===== config.mk =====
export PLATFORM = sky130hd
export DESIGN_NAME = board_evaluator_flat
export DESIGN_NICKNAME = d
export VERILOG_FILES = /design/src/rtl/board_evaluator_if.sv /design/src/rtl/board_evaluator.sv /design/src/flat_wrapper.sv
export SDC_FILE = /design/constraint.sdc
export NUM_CORES = 1
export LEC_CHECK = 0
export ABC_AREA = 1
export CAP_MARGIN = 5
export CORE_MARGIN = 3
export CORE_UTILIZATION = 45
export CTS_CLUSTER_SIZE = 25
export DETAILED_ROUTE_END_ITERATION = 7
export PLACE_DENSITY = 0.69
export SLEW_MARGIN = 10
export SYNTH_ARGS = -nofsm -noshare
export SYNTH_HDL_FRONTEND = slang
export SYNTH_SLANG_ARGS = --single-unit

===== constraint.sdc =====
create_clock -name clk -period 7 [get_ports clk]
set_clock_uncertainty 0.15 [all_clocks]
set_input_delay 1.75 -clock clk [delete_from_list [all_inputs] [get_ports clk]]
set_output_delay 1.75 -clock clk [all_outputs]
set_load 0.01 [all_outputs]

===== src/rtl/board_evaluator_if.sv =====
`default_nettype none
// ============================================================================
//  Module      : board_evaluator_if
//  Description : Avalon-MM control slave and memory master bundle for the
//                board evaluator. The "slave" modport is the evaluator side,
//                the "master" modport is the host / memory side.
//  Revision    : 1.0  initial release
// ============================================================================
interface board_evaluator_if;
    // Control slave
    logic        slave_waitrequest;
    logic [3:0]  slave_address;
    logic        slave_read;
    logic [31:0] slave_readdata;
    logic        slave_write;
    logic [31:0] slave_writedata;
    // Memory master
    logic        master_waitrequest;
    logic [31:0] master_address;
    logic        master_read;
    logic [31:0] master_readdata;
    logic        master_readdatavalid;
    logic        master_write;
    logic [31:0] master_writedata;

    modport slave (
        output slave_waitrequest,
        input  slave_address,
        input  slave_read,
        output slave_readdata,
        input  slave_write,
        input  slave_writedata,
        input  master_waitrequest,
        output master_address,
        output master_read,
        input  master_readdata,
        input  master_readdatavalid,
        output master_write,
        output master_writedata
    );

    modport master (
        input  slave_waitrequest,
        output slave_address,
        output slave_read,
        input  slave_readdata,
        output slave_write,
        output slave_writedata,
        output master_waitrequest,
        input  master_address,
        input  master_read,
        output master_readdata,
        output master_readdatavalid,
        input  master_write,
        input  master_writedata
    );
endinterface
`default_nettype wire


===== src/rtl/board_evaluator.sv =====
`default_nettype none
// ============================================================================
//  Module      : board_evaluator
//  Description : Reads N 64-byte boards from memory, computes a signed
//                material score (white minus black) per board and writes one
//                32-bit score word per board back to memory.
//  Revision    : 1.0  initial release
// ============================================================================
module board_evaluator #(
    parameter int MAX_BOARDS = 255,
    parameter int KING_VALUE = 20000
) (
    input  wire logic        clk,
    input  wire logic        rst_n,
    board_evaluator_if.slave bus
);
    localparam logic [2:0] C_IDLE    = 3'd0;
    localparam logic [2:0] C_RD_REQ  = 3'd1;
    localparam logic [2:0] C_RD_WAIT = 3'd2;
    localparam logic [2:0] C_WR_REQ  = 3'd3;
    localparam logic [2:0] C_DONE    = 3'd4;

    localparam logic [7:0] C_MAX_COUNT = 8'(MAX_BOARDS);

    logic [2:0]         r_state;
    logic [2:0]         w_next;
    logic [31:0]        r_src;
    logic [31:0]        r_dst;
    logic [7:0]         r_count;
    logic [7:0]         r_done_cnt;
    logic [7:0]         r_board;
    logic [5:0]         r_sq;
    logic               r_error;
    logic signed [31:0] r_acc;
    logic [31:0]        r_last;

    logic               w_busy;
    logic               w_start;
    logic               w_last_board;
    logic [7:0]         w_code;
    logic [7:0]         w_mag;
    logic signed [31:0] w_wt;
    logic signed [31:0] w_delta;
    logic               w_bad;
    logic [31:0]        w_rd_addr;
    logic [31:0]        w_wr_addr;
    logic [31:0]        w_reg_rdata;
    logic               w_unused_ok;

    assign w_busy       = (r_state == C_RD_REQ) || (r_state == C_RD_WAIT) || (r_state == C_WR_REQ);
    assign w_start      = bus.slave_write && (bus.slave_address == 4'd0) && !w_busy;
    assign w_last_board = (({1'b0, r_board} + 9'd1) == {1'b0, r_count});
    // Byte address of the current square and word address of the current score
    assign w_rd_addr    = r_src + 32'({r_board, r_sq});
    assign w_wr_addr    = r_dst + 32'({r_board, 2'b00});
    // Only the low byte of memory read data carries a piece code
    assign w_unused_ok  = &{1'b0, bus.master_readdata[31:8]};

    // Piece code decode: magnitude selects the weight, sign selects the side
    always_comb begin
        w_code = bus.master_readdata[7:0];
        w_mag  = w_code[7] ? (8'd0 - w_code) : w_code;
        w_bad  = 1'b0;
        w_wt   = 32'sd0;
        if (w_mag == 8'd0)       w_wt = 32'sd0;
        else if (w_mag <= 8'd8)  w_wt = 32'sd100;
        else if (w_mag <= 8'd18) w_wt = 32'sd500;
        else if (w_mag <= 8'd28) w_wt = 32'sd320;
        else if (w_mag <= 8'd38) w_wt = 32'sd330;
        else if (w_mag <= 8'd47) w_wt = 32'sd900;
        else if (w_mag == 8'd48) w_wt = 32'(KING_VALUE);
        else                     w_bad = 1'b1;
        w_delta = w_code[7] ? (32'sd0 - w_wt) : w_wt;
    end

    // State register
    always_ff @(posedge clk or negedge rst_n) begin
        if (!rst_n) r_state <= C_IDLE;
        else        r_state <= w_next;
    end

    // Next-state logic
    always_comb begin
        w_next = r_state;
        case (r_state)
            C_IDLE, C_DONE: begin
                if (w_start) w_next = (r_count == 8'd0) ? C_DONE : C_RD_REQ;
            end
            C_RD_REQ: begin
                if (!bus.master_waitrequest) w_next = C_RD_WAIT;
            end
            C_RD_WAIT: begin
                if (bus.master_readdatavalid) w_next = (r_sq == 6'd63) ? C_WR_REQ : C_RD_REQ;
            end
            C_WR_REQ: begin
                if (!bus.master_waitrequest) w_next = w_last_board ? C_DONE : C_RD_REQ;
            end
            default: w_next = C_IDLE;
        endcase
    end

    // Master strobes/address/data and slave handshake, decoded from state
    always_comb begin
        bus.master_read      = 1'b0;
        bus.master_write     = 1'b0;
        bus.master_address   = 32'd0;
        bus.master_writedata = 32'd0;
        case (r_state)
            C_RD_REQ: begin
                bus.master_read    = 1'b1;
                bus.master_address = w_rd_addr;
            end
            C_WR_REQ: begin
                bus.master_write     = 1'b1;
                bus.master_address   = w_wr_addr;
                bus.master_writedata = r_acc;
            end
            default: ;
        endcase
        bus.slave_waitrequest = w_busy && (bus.slave_read || bus.slave_write);
        bus.slave_readdata    = (bus.slave_read && !w_busy) ? w_reg_rdata : 32'd0;
    end

    // Register read multiplexer
    always_comb begin
        w_reg_rdata = 32'd0;
        case (bus.slave_address)
            4'd0:    w_reg_rdata = {r_error, 23'd0, r_done_cnt};
            4'd1:    w_reg_rdata = r_src;
            4'd2:    w_reg_rdata = r_dst;
            4'd3:    w_reg_rdata = {24'd0, r_count};
            4'd4:    w_reg_rdata = r_last;
            default: w_reg_rdata = 32'd0;
        endcase
    end

    // Configuration registers, accumulator and run counters
    always_ff @(posedge clk or negedge rst_n) begin
        if (!rst_n) begin
            r_src      <= 32'd0;
            r_dst      <= 32'd0;
            r_count    <= 8'd0;
            r_done_cnt <= 8'd0;
            r_board    <= 8'd0;
            r_sq       <= 6'd0;
            r_error    <= 1'b0;
            r_acc      <= 32'sd0;
            r_last     <= 32'd0;
        end else if (!w_busy) begin
            if (w_start) begin
                r_error    <= 1'b0;
                r_done_cnt <= 8'd0;
                r_acc      <= 32'sd0;
                r_board    <= 8'd0;
                r_sq       <= 6'd0;
            end else if (bus.slave_write) begin
                case (bus.slave_address)
                    4'd1: r_src <= bus.slave_writedata;
                    4'd2: r_dst <= bus.slave_writedata;
                    4'd3: r_count <= (bus.slave_writedata > 32'(MAX_BOARDS)) ?
                                     C_MAX_COUNT : bus.slave_writedata[7:0];
                    default: ;
                endcase
            end
        end else begin
            case (r_state)
                C_RD_WAIT: begin
                    if (bus.master_readdatavalid) begin
                        r_acc <= r_acc + w_delta;
                        r_sq  <= r_sq + 6'd1;
                        if (w_bad) r_error <= 1'b1;
                    end
                end
                C_WR_REQ: begin
                    if (!bus.master_waitrequest) begin
                        r_last     <= r_acc;
                        r_done_cnt <= r_done_cnt + 8'd1;
                        r_board    <= r_board + 8'd1;
                        r_acc      <= 32'sd0;
                        r_sq       <= 6'd0;
                    end
                end
                default: ;
            endcase
        end
    end
endmodule
`default_nettype wire


===== src/flat_wrapper.sv =====
// flat-port wrapper written by rule: the top's interface ports become plain ports
module board_evaluator_flat 
#(
    parameter int MAX_BOARDS = 255,
    parameter int KING_VALUE = 20000
)
  (clk, rst_n, bus_slave_waitrequest, bus_slave_address, bus_slave_read, bus_slave_readdata, bus_slave_write, bus_slave_writedata, bus_master_waitrequest, bus_master_address, bus_master_read, bus_master_readdata, bus_master_readdatavalid, bus_master_write, bus_master_writedata);
  board_evaluator_if bus_i ();
  input  wire logic clk;
  input  wire logic rst_n;
  output wire logic [$bits(bus_i.slave_waitrequest)-1:0] bus_slave_waitrequest;
  input wire logic [$bits(bus_i.slave_address)-1:0] bus_slave_address;
  input wire logic [$bits(bus_i.slave_read)-1:0] bus_slave_read;
  output wire logic [$bits(bus_i.slave_readdata)-1:0] bus_slave_readdata;
  input wire logic [$bits(bus_i.slave_write)-1:0] bus_slave_write;
  input wire logic [$bits(bus_i.slave_writedata)-1:0] bus_slave_writedata;
  input wire logic [$bits(bus_i.master_waitrequest)-1:0] bus_master_waitrequest;
  output wire logic [$bits(bus_i.master_address)-1:0] bus_master_address;
  output wire logic [$bits(bus_i.master_read)-1:0] bus_master_read;
  input wire logic [$bits(bus_i.master_readdata)-1:0] bus_master_readdata;
  input wire logic [$bits(bus_i.master_readdatavalid)-1:0] bus_master_readdatavalid;
  output wire logic [$bits(bus_i.master_write)-1:0] bus_master_write;
  output wire logic [$bits(bus_i.master_writedata)-1:0] bus_master_writedata;
  assign bus_slave_waitrequest = bus_i.slave_waitrequest;
  assign bus_i.slave_address = bus_slave_address;
  assign bus_i.slave_read = bus_slave_read;
  assign bus_slave_readdata = bus_i.slave_readdata;
  assign bus_i.slave_write = bus_slave_write;
  assign bus_i.slave_writedata = bus_slave_writedata;
  assign bus_i.master_waitrequest = bus_master_waitrequest;
  assign bus_master_address = bus_i.master_address;
  assign bus_master_read = bus_i.master_read;
  assign bus_i.master_readdata = bus_master_readdata;
  assign bus_i.master_readdatavalid = bus_master_readdatavalid;
  assign bus_master_write = bus_i.master_write;
  assign bus_master_writedata = bus_i.master_writedata;
  board_evaluator #(.MAX_BOARDS(MAX_BOARDS), .KING_VALUE(KING_VALUE)) u_core (.clk(clk), .rst_n(rst_n), .bus(bus_i));
endmodule

; ---- After elaboration in Yosys (flattened, before gate mapping)
; Cells that the tools add are included.
[totals]
reg_bits = 162
in_bits = 74
elab_cells = 126
[op_classes]
n_addsub = 9
magnitude_cmp = 6
n_eq_ne = 23
mux = 53
bitwise = 3
n_reduce_logical = 22
[op_table]
columns = cell, count
row1 = 2-to-1 mux 32 bit, 13
row2 = one-hot mux 32 bit (5 select lines), 1
row3 = one-hot mux 32 bit (2 select lines), 2
row4 = 2-to-1 mux 8 bit, 9
row5 = adder 32 x 10 -> 32 bit, 1
row6 = adder 32 x 14 -> 32 bit, 1
row7 = adder 32 bit, 1
row8 = "> comparator 32 x 8 -> 1 bit, second input constant", 1
row9 = "subtractor 1 x 32 -> 32 bit, first input constant", 1
row10 = 2-to-1 mux 6 bit, 4
row11 = AND reduction 4 bit, 6
row12 = 2-to-1 mux 3 bit, 6
row13 = "adder 8 x 1 -> 8 bit, second input constant", 2
row14 = "<= comparator 8 x 5 -> 1 bit, second input constant", 2
row15 = "<= comparator 8 x 6 -> 1 bit, second input constant", 2
row16 = logical NOT 8 bit, 2
row17 = "!= test 2 bit, second input constant", 8
row18 = 2-to-1 mux 15 bit, 1
row19 = 2-to-1 mux 1 bit, 14
row20 = one-hot mux 3 bit (4 select lines), 1
row21 = one-hot mux 6 bit (2 select lines), 1
row22 = "adder 8 x 1 -> 9 bit, second input constant", 1
row23 = == test 9 x 8 -> 1 bit, 1
row24 = "!= test 3 bit, second input constant", 3
row25 = 22 further kinds, 32

; ---- Longest topological paths before layout
; Gate-level depths: netlist of the first run.
[depth]
ltp_word = 16
ltp_mapped = 35
depth_no_buf = 35

; ---- Least setup slack after synthesis of the first run
; Ideal clock, no wire load.
[synth_timing]
kind = input-to-reg
startpoint = input bus_master_readdata[0]
endpoint = register u_core.r_acc[23]
setup_time_ns = 0.133
arrival_time_ns = 5.193
required_time_ns = 6.717
slack_ns = 1.523
stages = 31
n_path_buf = 0
path_cell_list = inv_1 -> ha_1 -> inv_1 -> nor2_2 -> nand3_1 -> nand2_1 -> nand2_1 -> nand2_1 -> inv_2 -> nor2_1 -> nand2_1 -> nand3_1 -> nand2_2 -> ha_1 -> nand2_2 -> inv_1 -> ha_1 -> nor2_1 -> nor2_1 -> ha_1 -> nand2_1 -> nor2_1 -> nand4_1 -> o21ai_0 -> nand2_1 -> nand2_1 -> nand2_1 -> nand2_1 -> nand2_1 -> nand3_1 -> o21ai_0
[synth_between]
elab_chain_cells = 16
word_cells_on_any_way = 22
classes_between = add/sub: 3 / order compare: 5 / eq/ne: 1 / mux: 12 / reduce/logical: 1
[synth_rtl]
columns = item, line
row1 = "start, declared", flat_wrapper.sv:20  ; input wire logic [$bits(bus_i.master_readdata)-1:0] bus_master_readdata;
row2 = subtractor 1 x 8 -> 8 bit, board_evaluator.sv:62  ; w_mag = w_code[7] ? (8'd0 - w_code) : w_code;
row3 = 2-to-1 mux 8 bit (*), board_evaluator.sv:62
row4 = "parallel branches: the longest is 7 deep, another holds <= comparator 8 x 6 -> 1 bit", -
row5 = 2-to-1 mux 32 bit (*), board_evaluator.sv:65  ; if (w_mag == 8'd0) w_wt = 32'sd0;
row6 = subtractor 1 x 32 -> 32 bit, board_evaluator.sv:73  ; w_delta = w_code[7] ? (32'sd0 - w_wt) : w_wt;
row7 = 2-to-1 mux 32 bit (*), board_evaluator.sv:73
row8 = adder 32 bit (*), board_evaluator.sv:169  ; r_acc <= r_acc + w_delta;
row9 = 2-to-1 mux 32 bit (*), board_evaluator.sv:168  ; if (bus.master_readdatavalid) begin
row10 = one-hot mux 32 bit (2 select lines) (*), board_evaluator.sv:166  ; case (r_state)
row11 = 2-to-1 mux 32 bit (*), board_evaluator.sv:149  ; end else if (!w_busy) begin
row12 = "end signal, assigned", board_evaluator.sv:169
row13 = "end, declared", board_evaluator.sv:34  ; logic signed [31:0] r_acc;
; Mark *: on every way between the ends. The select of a mux whose other input is x is not followed.
; A chain may end at the register's enable or synchronous reset.

; ---- Final worst setup path of the first run
; Ends and elaborated chain as after synthesis.

==> results of run 1 <==
## metal layers
metal / global-route usage / routed length, um / vias up
li1: - / - / 6552
met1: 0.394 / 19300 / 6278
met2: 0.466 / 19700 / 522
met3: 0.0455 / 3060 / 103
met4: 0.101 / 1520 / 2
met5: 0 / 13 / -
## power breakdown
group          total, mW  switching (mW)  internal (mW)
sequential          1.83           0.503           1.32
clock              0.960           0.422          0.538
combinational       2.56            1.63          0.931
## metrics by stage
step / hold slack (ps) / worst slack [ps]
after floorplan: 303 / 1520
after global placement: 317 / 388
after detailed placement: 325 / 309
after CTS: 342 / 752
after global routing: 353 / 80.8
final: 333 / 739
## worst paths after layout
check	start	endpoint	slack, ps
max	bus_master_readdata[0]	u_core.r_acc[23]	740
min	u_core.r_last[12]	u_core.r_last[12]	330
max reg2reg	u_core.r_state[0]	u_core.r_acc[8]	3840
min reg2reg	u_core.r_last[12]	u_core.r_last[12]	330
max in group asynchronous	rst_n	u_core.r_last[9]	4420
min in group asynchronous	rst_n	u_core.r_dst[4]	1150
## cells by family (layout without fill, tap and decap cells)
family / count (synthesis) / in the layout / share of synthesized area
fa+ha+maj: 67 / 67 / 0.0685
compound gates: 405 / 405 / 0.182
xor+xnor: 24 / 24 / 0.0167
buf+inv: 338 / 482 / 0.103
simple gates: 912 / 912 / 0.310
other cells: 1 / 1 / 0.000299
flops: 160 / 160 / 0.319
## area by class of cell
class	count	area, um^2	share of cell area
tap	372	465	0.0310
inverter	286	1070	0.0716
multi-input combinational	1409	7270	0.485
sequential	160	4000	0.267
timing repair buffer	164	1600	0.107
clock inverter	12	135	0.00901
clock buffer	20	447	0.0298
## registers in the layout (all words and copies together) (netlist names)
name	cells
u_core.r_src	32
u_core.r_count	8
u_core.r_last	31
u_core.r_dst	32
u_core.r_done_cnt	8
u_core.r_acc	31
u_core.r_error	1
u_core.r_state	3
u_core.r_sq	6
u_core.r_board	8
## placed cells by master, fill, tap and decap left out, drive strengths merged, types with 3 or more instances in the layout
cell type and count:
a21o 7, ha 64, and3 4, o22ai 27
a21boi 5, nand2 506, dfrtp 160, o31ai 7
nor2 188, o21ai 202, nand3b 4, nor4 14
inv 285, a21oi 100, xnor2 6, nand3 126
xor2 18, fa 3, clkbuf 20, nor3 35
o211ai 9, a221oi 11, clkinv 8, clkinvlp 3
o221ai 12, nand4 29, a31oi 12, clkdlybuf4s50 146
or2 4, o21bai 6, buf 18
## worst max-delay path, delay by kind of cell
family,cells,cell delay (ps)
AND/OR/NAND/NOR,21,2350
buffers and inverters,6,920
adder cells (fa/ha/maj),4,1070
AO/OA/AOI/OAI,2,310
==> impl_metrics.tcl, run 1 <==
set metrics [dict create \
    dieArea_um2 30000 \
    cp_slowest_cell "clkdlybuf4s50_1" \
    crit_type "input pin to flop" \
    rsz0062_at_grt "no" \
    wl_per_cell_um 18.0 \
    leakage_nw 7.26 \
    drt-initial-drc-count 1261 \
    num-fill-cells 2739 \
    synth.cell_area_um2 12600 \
    netlist_instances 1907 \
    die_w_um 173 \
    peakVddDrop_uv 191 \
    areaGrowthSynthToFinish_pct 19.4 \
    pwr_density_cell_nw_per_um2 357 \
    synth.most_common_cell "nand2_1" \
    drv_cap 0 \
    h-tree-depth 4 \
    slew_violations 0 \
    path_clk_slew_ps 80 \
    ys_top_cells_by_count "500 x nand2_1, 278 x inv_1, 190 x o21ai_0" \
    maxSlewHeadroom 0.340 \
    gp_congestion 0.997 \
    core_um2 27200 \
    synth_edf_count 0 \
    layout-drive-gt1-share 0.0410 \
    yosys.area.top_type_share 0.319 \
    die_h_um 173 \
    grt_remaining_overflow 0 \
    power_mw 5.35 \
    grt_pass1_wl_mm 69.2 \
    dp_hpwl_mm 33.8 \
    setup_tns_ps 0 \
    instances_no_fill 2423 \
    drt.antenna.violating_nets 0 \
    ys.flop_type "dfrtp_1" \
    crit_fanout 6 \
    clock-root-buffer "clkbuf_16" \
    grt_max_degree 71 \
    cts_buffers 17 \
    track_usage 0.288 \
    finalInstanceArea_um2 15000 \
    cts.repair.resized 0 \
    period_share 0.894 \
    synth_seq_area_share 0.319 \
    ctsHoldBuffers 0 \
    cp_data_required_time_ps 7170 \
    fin_crit_ps 6260 \
    drt-total-wl_mm 43.6 \
    async_flop_share 1.00 \
    finalCoreUtilization 0.552 \
    io_buffers 147 \
    num_vias 13500 \
    start_kind "input pin" \
    remaining_drc_errors 0 \
    clock_path_buffers 2 \
    cp.arrival_ps 6430 \
    antenna_found_initial 1 \
    fmax_ghz 0.160 \
    fin_nets 2179 \
    dr.pass1.iters 8 \
    postPlaceCellArea_um2 14400 \
    synth_top_area_cell "dfrtp_1" \
    worst_pin_slew_ps 981 \
    min_path_type "flop to flop" \
    yosys_warnings 0 \
    yosys_register_bits 160 \
    dp_cells 2391 \
    holdPathStages 2 \
    pin_count 173 \
    grt_pass1_vias 12800 \
    cts_tree "built" \
    crit_top_cell "nand2_1" \
    hold_viol_final 0 \
    syn-num-nets 2048 \
    slowest_delay_ps 430 \
    synthTopCellsByArea "dfrtp_1 32%, nand2_1 15%, inv_1 8.3%" \
    start_util 0.462 \
    num_rows 60 \
    n_antenna_cell 0 \
    synth_cell_types 53 \
    cp-end-kind "flop" \
    setup_viol 0 \
    clk_latency_ps 440 \
    outcome "complete, no violations" \
    cts.sinks 160 \
    routed_via_density 5.55 \
    avgSynthCellArea_um2 6.59 \
    reg2reg_depth 12 \
    cts_setup_buffers 0 \
]
(Power assumes the default switching activity.)
==> run 2, diff against run 1 <==
clock period = 7.45 ns   (was 7 ns; I/O delays follow)
==> impl_metrics.tcl, run 2 (same netlist as run 1, synthesis figures left out) <==
set metrics [dict create \
    regArea_um2 4000 \
    ctsHoldBuffers 0 \
    dp_cells 2389 \
    min_path_type "flop to flop" \
    cts_buffers 17 \
    fin_nets 2177 \
    cts_tree "built" \
    cp_data_required_time_ps 7630 \
    gp_congestion 0.994 \
    setup_tns_ps 0 \
    rr_startpoint "u_core.r_state[0]" \
    outcome "complete, no violations" \
    cp.arrival_ps 6590 \
    holdPathStages 2 \
    hp-start "u_core.r_last[18]" \
    start_kind "input pin" \
    cts_setup_buffers 0 \
    grt_max_degree 71 \
    finalCoreUtilization 0.551 \
    drt-total-wl_mm 44.0 \
    path_clk_slew_ps 70 \
    dp_hpwl_mm 34.3 \
    die_h_um 173 \
    cp-end-kind "flop" \
    pwr_density_cell_nw_per_um2 336 \
    multi_input_area_um2 7270 \
    drt-initial-drc-count 1351 \
    reg2reg_depth 12 \
    n_antenna_cell 0 \
    die_w_um 173 \
    cts.repair.resized 0 \
    final_cell_mix "499 x nand2_1, 278 x inv_1, 190 x o21ai_0" \
    cts.sinks 160 \
    whs_endpoint "u_core.r_last[18]" \
    largestRegisters "u_core.r_dst: 32 flops, u_core.r_src: 32 flops" \
    crit_type "input pin to flop" \
    grt_pass1_vias 12800 \
    clk_latency_ps 440 \
    io_buffers 147 \
    grt_remaining_overflow 0 \
    crit_fanout 15 \
    rsz0062_at_grt "no" \
    clock-root-buffer "clkbuf_16" \
    instances_no_fill 2420 \
    track_usage 0.292 \
    areaGrowthSynthToFinish_pct 19.3 \
    setup_viol 0 \
    hold_viol_final 0 \
    pin_count 173 \
    antenna_found_initial 0 \
    power_mw 5.03 \
    layout-drive-gt1-share 0.0396 \
    dr.pass1.iters 5 \
    drt.antenna.violating_nets 0 \
    peakVddDrop_uv 182 \
    routed_via_density 5.60 \
    drv_cap 0 \
    r2r_setup_slack_ps 4320 \
    grt_pass1_wl_mm 69.6 \
    wl_per_cell_um 18.2 \
    maxSlewHeadroom 0.346 \
    start_util 0.462 \
    clock_path_buffers 2 \
    rr_endpoint "u_core.r_acc[8]" \
    mostFrequentLayoutCell "nand2_1" \
    worst_pin_slew_ps 972 \
    dieArea_um2 30000 \
    num_rows 60 \
    num_vias 13600 \
    leakage_nw 7.25 \
    num-fill-cells 2763 \
    slew_violations 0 \
    period_share 0.860 \
    fin_crit_ps 6410 \
    fmax_ghz 0.156 \
    core_um2 27200 \
    remaining_drc_errors 0 \
    h-tree-depth 4 \
]
[run 2: cell count changes in the layout (fill, tap and decap cells not counted), sizes merged]
cell    delta
buf        -2
clkinv     -2
inv        +1
[run 2: metal layers]
metal | part of all wire | vias up | global-route usage
met5 | 0 | - | 0
met4 | 0.028 | 0 | 0.0953
met3 | 0.079 | 76 | 0.0481
met2 | 0.45 | 517 | 0.469
met1 | 0.44 | 6399 | 0.402
li1 | - | 6558 | -
[run 2: worst max-delay path, cell delays in order]
cell	delay, ps
clkdlybuf4s50_1	790
inv_2	210
a21oi_1	150
nand2_1	80
nand2_1	110
nand2_1	60
nor3_1	170
nand2_1	90
nand3_1	150
nand2_2	120
ha_1	300
nand2_2	170
nand2_2	280
inv_2	210
xor2_1	170
ha_1	300
a21oi_1	260
inv_1	70
a21oi_1	150
o21ai_0	160
a21oi_1	200
inv_1	120
nand4_1	130
nand3_1	90
nand3_1	100
nand2_1	60
[run 2: how the worst max path moves through the flow]
stage	depth (start not counted)	startpoint	slack [ps]	end
floorplan	31	bus_master_readdata[0]	1860	u_core.r_acc[23]
global placement	29	bus_master_readdata[7]	640	u_core.r_acc[23]
detailed placement	26	bus_master_readdata[7]	620	u_core.r_acc[30]
CTS	10	bus_slave_address[1]	1080	bus_slave_readdata[15]
global route	26	bus_master_readdata[7]	510	u_core.r_acc[26]
finish	26	bus_master_readdata[7]	1040	u_core.r_acc[30]
[run 2: where the power goes]
group	switching [mW]	internal [mW]	total, mW
sequential	0.473	1.24	1.72
clock	0.393	0.504	0.897
combinational	1.54	0.874	2.41
total	2.41	2.62	5.03
[run 2: stage by stage]
step,setup WS [ps],instance area [um^2],hold slack [ps]
after CTS,1080,15000,339
after floorplan,1860,12600,303
after global placement,644,14400,316
after global routing,511,15000,361
final,1040,15000,336
after detailed placement,619,14400,324
[run 2: final cells by class]
cell class	count	share of cell area
clock buffers	20	0.0298
inverters	286	0.0717
clock inverters	11	0.00877
well taps	372	0.0311
flip-flops and latches	160	0.267
repair buffers	162	0.106
multi-input cells	1409	0.486
